`config.mk`:
```
export PLATFORM = sky130hd
export DESIGN_NAME = regfile_debug_port
export DESIGN_NICKNAME = d
export VERILOG_FILES = /design/src/rtl/regfile_debug_port.sv
export SDC_FILE = /design/constraint.sdc
export NUM_CORES = 1
export LEC_CHECK = 0
export CAP_MARGIN = 0
export CORE_MARGIN = 3
export CORE_UTILIZATION = 33
export DETAILED_ROUTE_END_ITERATION = 10
export PLACE_DENSITY = 0.87
export SETUP_SLACK_MARGIN = 0.4
export SLEW_MARGIN = 20
export SYNTH_ARGS = -nofsm -noshare
export SYNTH_HDL_FRONTEND = slang
export SYNTH_SLANG_ARGS = --single-unit
```
`constraint.sdc`:
```
create_clock -name CLK -period 1.5 [get_ports CLK]
set_input_delay 0.3 -clock CLK [delete_from_list [all_inputs] [get_ports CLK]]
set_output_delay 0.3 -clock CLK [all_outputs]
set_load 0.01 [all_outputs]
```
`src/rtl/regfile_debug_port.sv`:
```
// Debug master for the CPU register file: dumps all registers to an
// outbound stream or loads all registers from an inbound stream.
module regfile_debug_port #(
    parameter int NREGS = 16,
    parameter int AW    = 4,
    parameter int DW    = 16
) (
    input  logic          CLK,
    input  logic          nRST,
    input  logic          dump_start,
    input  logic          load_start,
    input  logic          abort,
    output logic          busy,
    output logic          done,
    output logic          rf_wen,
    output logic [AW-1:0] rf_wsel,
    output logic [DW-1:0] rf_wdat,
    output logic [AW-1:0] rf_rsel1,
    input  logic [DW-1:0] rf_rdat1,
    output logic          out_valid,
    input  logic          out_ready,
    output logic [DW-1:0] out_data,
    output logic          out_last,
    input  logic          in_valid,
    output logic          in_ready,
    input  logic [DW-1:0] in_data
);

    typedef enum logic [2:0] {
        IDLE,
        DUMP_READ,
        DUMP_SEND,
        LOAD,
        DONE
    } state_t;

    localparam logic [AW-1:0] LAST = AW'(NREGS - 1);

    state_t        state, state_n;
    logic [AW-1:0] idx, idx_n;
    logic [DW-1:0] odat, odat_n;
    logic          at_last;

    assign at_last = (idx == LAST);

    always_ff @(posedge CLK or negedge nRST) begin
        if (!nRST) begin
            state <= IDLE;
            idx   <= '0;
            odat  <= '0;
        end else begin
            state <= state_n;
            idx   <= idx_n;
            odat  <= odat_n;
        end
    end

    always_comb begin
        state_n = state;
        idx_n   = idx;
        odat_n  = odat;
        case (state)
            IDLE: begin
                if (dump_start) begin
                    state_n = DUMP_READ;
                    idx_n   = '0;
                end else if (load_start) begin
                    state_n = LOAD;
                    idx_n   = '0;
                end
            end
            DUMP_READ: begin
                odat_n  = rf_rdat1;
                state_n = DUMP_SEND;
            end
            DUMP_SEND: begin
                if (out_ready) begin
                    if (at_last) begin
                        state_n = DONE;
                    end else begin
                        idx_n   = idx + AW'(1);
                        state_n = DUMP_READ;
                    end
                end
            end
            LOAD: begin
                if (in_valid) begin
                    if (at_last) state_n = DONE;
                    else         idx_n   = idx + AW'(1);
                end
            end
            DONE: begin
                state_n = IDLE;
                idx_n   = '0;
            end
            default: begin
                state_n = IDLE;
                idx_n   = '0;
            end
        endcase
        // Cancel wins over every transition, including a pending handshake
        if (abort) begin
            state_n = IDLE;
            idx_n   = '0;
        end
    end

    assign busy      = (state != IDLE);
    assign done      = (state == DONE);
    assign in_ready  = (state == LOAD);
    assign rf_wen    = in_ready & in_valid;
    assign rf_wsel   = in_ready ? idx : '0;
    assign rf_wdat   = in_ready ? in_data : '0;
    assign rf_rsel1  = (state == DUMP_READ || state == DUMP_SEND) ? idx : '0;
    assign out_valid = (state == DUMP_SEND);
    assign out_last  = out_valid & at_last;
    assign out_data  = odat;

endmodule

```
==> results.py <==
metrics = {
    "die": {
        "start_util_pct": 35.6,
        "rows": 22,
        "dieArea_um2": 4940,
        "ios": 85,
        "fp.dieH_um": 70.3,
        "core_area_um2": 3830,
        "die_w_um": 70.3,
    },
    "worst_setup_path": {
        "crit_path_max_incr_delay_ns": 0.42,
        "path_buf_inv": 2,
        "critical_path.startpoint_type": "flop",
        "crit_chain": "and3b_2 > clkbuf_16 > and2_4 > buf_6",
        "cp_max_fo": 11,
        "worst_path_dominant_cell_family": "simple AND/OR/NAND/NOR gates",
        "crit_path_end_kind": "primary output",
        "critPathKind": "reg -> out",
        "ff2ff_path_depth": 6,
        "critPathSlowestCell": "dfrtp_1",
        "worst-path-stages": 4,
        "crit_required_ns": 1.20,
        "crit_arrival_ns": 1.45,
    },
    "timing": {
        "fmaxAchievable_mhz": 573,
        "fin_worst_skew_ns": 0.00295,
        "hold_violations": 0,
        "slew_headroom_pct": 72.9,
        "hold_slack_ns": 0.392,
        "setup_ws_ns": -0.246,
        "tightest_slew_ns": 0.404,
        "rsz0062_at_grt": "yes",
        "slew_viol_final": 0,
        "period_share_pct": 116,
        "finalCriticalPeriod_ns": 1.75,
        "setup_viol": 49,
    },
    "yosys": {
        "synth_area_um2": 1360,
        "avgSynthCellArea_um2": 11.1,
        "syn_nets": 163,
        "ys.flop_type": "dfrtp_1",
        "synthTopCellsByArea": "dfrtp_1 (42%), and2_1 (11%), mux2_2 (8.3%)",
        "synthCells": 123,
        "synth.yosys.seq_area_share_pct": 42.2,
        "synth_top_area_share_pct": 42.2,
        "synth_edf_count": 0,
        "yosysMostFrequentCell": "and2_1",
        "yosys.area.top_type": "dfrtp_1",
        "synth_async_sr_flop_share_pct": 100,
        "ys_types": 43,
        "ys_ff_latch": 23,
        "ys_warn_count": 0,
        "ys_top_cells_by_count": "and2_1 (25), dfrtp_1 (23), mux2_2 (10), mux2_1 (7)",
    },
    "cells_and_area": {
        "utilization_pct": 75.5,
        "nFillCells": 236,
        "multi_input_area_um2": 921,
        "antenna_cells": 0,
        "layout-drive-gt1-share_pct": 62.5,
        "seq_area_um2": 577,
        "final_cells": 296,
        "area_growth_pct": 112,
        "nNetsFinal": 289,
    },
    "power_and_ir_drop": {
        "max-vdd-ir-drop_mv": 0.893,
        "power_leakage_nw": 1.30,
        "fin_total_pwr_mw": 3.10,
        "p_per_area_nw_per_um2": 1070,
    },
    "clock_tree": {
        "cts.htree.levels": 1,
        "postCtsHoldBufs": 0,
        "path_clk_slew_ns": 0.08,
        "root_buffer": "clkbuf_8",
        "cts_buffers": 3,
        "clock_sinks": 23,
        "cts_tree": "built",
        "cts_buffer_depth": 2,
        "clk_latency_ns": 0.26,
    },
    "outcome": {
        "status": "finished, violations left",
        "violations": "negative setup slack",
    },
    "place": {
        "place_inst": 275,
        "dp_slack_ns": -0.269,
        "gp_congestion": 0.708,
        "dp_hpwl_mm": 3.07,
        "buffer_ports.inserted": 84,
    },
    "routing": {
        "postRouteAntennaNets": 0,
        "first_pass_iters": 4,
        "via_per_inst": 4.98,
        "remaining_drc_errors": 0,
        "avgRoutedWirePerCell_um": 15.2,
        "vias": 1475,
        "routed_wirelength_mm": 4.50,
        "first_iter_violations": 25,
    },
    "job": {
        "drv_cap": 0,
    },
    "global_routing": {
        "grt_max_degree": 24,
        "grt_pass1_wl_mm": 6.76,
        "grtUsageTotal_pct": 16.5,
        "antenna_found_initial": 0,
        "first_global_vias": 1462,
        "grt-ovfl-total": 0,
    },
    "hold_path": {
        "hold_path_class": "in -> async",
    },
}
[layer usage]
layer | global-route usage (%) | wire, um | vias to the layer above
met2 | 29.2 | 2240 | 91
met4 | 1.28 | 0 | 0
li1 | - | - | 689
met3 | 7.34 | 553 | 0
met5 | 0 | 0 | -
met1 | 18.9 | 1700 | 695
[power by group]
part           internal (mW)  switching [mW]
Sequential             0.836           0.140
Combinational           1.10           0.639
Clock                  0.189           0.191
[repair_timing]
| action | 4_1_cts | 5_1_grt |
|---|---|---|
| pin swaps | 4 | 6 |
| endpoints found under the setup margin | 69 | 68 |
| gates resized for setup | 222 | 30 |
| cloned | 1 | 2 |
| setup buffers | 8 | 6 |
[state kept, by name (all words and copies together), names as in the netlist]
register and flops:
idx 4, out_data 16, state 3
[cell type report]
type | instances | share of cell area [%]
Timing Repair Buffer | 127 | 44.3
Multi-Input combinational cell | 92 | 31.9
Sequential cell | 23 | 20.0
Tap cell | 48 | 2.08
Inverter | 2 | 0.260
Clock buffer | 4 | 1.56
[path summary, 6_finish.rpt]
path / end / slack, ns / from
min in group CLK: out_data[13]$_DFFE_PN0N_ / 0.48 / out_data[13]$_DFFE_PN0N_
min reg2reg: out_data[13]$_DFFE_PN0N_ / 0.48 / out_data[13]$_DFFE_PN0N_
min: out_data[10]$_DFFE_PN0N_ / 0.39 / nRST
max reg2reg: out_data[14]$_DFFE_PN0N_ / -0.12 / state[1]$_DFFE_PN0P_
max in group asynchronous: state[1]$_DFFE_PN0P_ / 0.86 / nRST
max: rf_wsel[0] / -0.25 / state[2]$_DFFE_PN0P_
[worst register-to-register path, stage by stage, from the launching register on]
cell and delay, ns:
dfrtp_2 0.44, buf_6 0.13, buf_8 0.12, nor3b_4 0.23, buf_6 0.14, buf_16 0.12, mux2_1 0.32
[cells in the final DEF, fill, tap and decap left out, types with 2 or more instances in the layout]
| cell | n |
|---|---|
| a211o_1 | 3 |
| a21oi_1 | 2 |
| and2_4 | 25 |
| buf_12 | 2 |
| buf_2 | 10 |
| buf_4 | 28 |
| buf_6 | 45 |
| clkbuf_16 | 2 |
| clkbuf_8 | 3 |
| clkdlybuf4s50_1 | 37 |
| dfrtp_1 | 22 |
| inv_1 | 2 |
| mux2_1 | 6 |
| mux2_2 | 8 |
| mux2_4 | 3 |
| nand2_1 | 4 |
| nand2b_1 | 3 |
| nand4b_1 | 3 |
| nor2_2 | 2 |
| nor3b_4 | 2 |
| o211ai_1 | 2 |
| or3_4 | 2 |
[kinds of logic after synthesis]
logic type      Yosys count  synth area share [%]
simple gates             56                  27.3
flops                    23                  42.2
mux                      18                  14.8
compound gates           16                  10.4
buf+inv                   8                  3.76
xor+xnor                  1                 0.642
fa+ha+maj                 1                 0.917
[through the flow]
step | instance area, um^2 | setup TNS (ns)
5_1_grt | 2890 | -9.85
6_report | 2890 | -7.32
3_5_place_dp | 2530 | -9.53
3_3_place_gp | 2530 | -8.70
4_1_cts | 2670 | -5.48
2_1_floorplan | 1480 | 0
(Power assumes the default switching activity.)
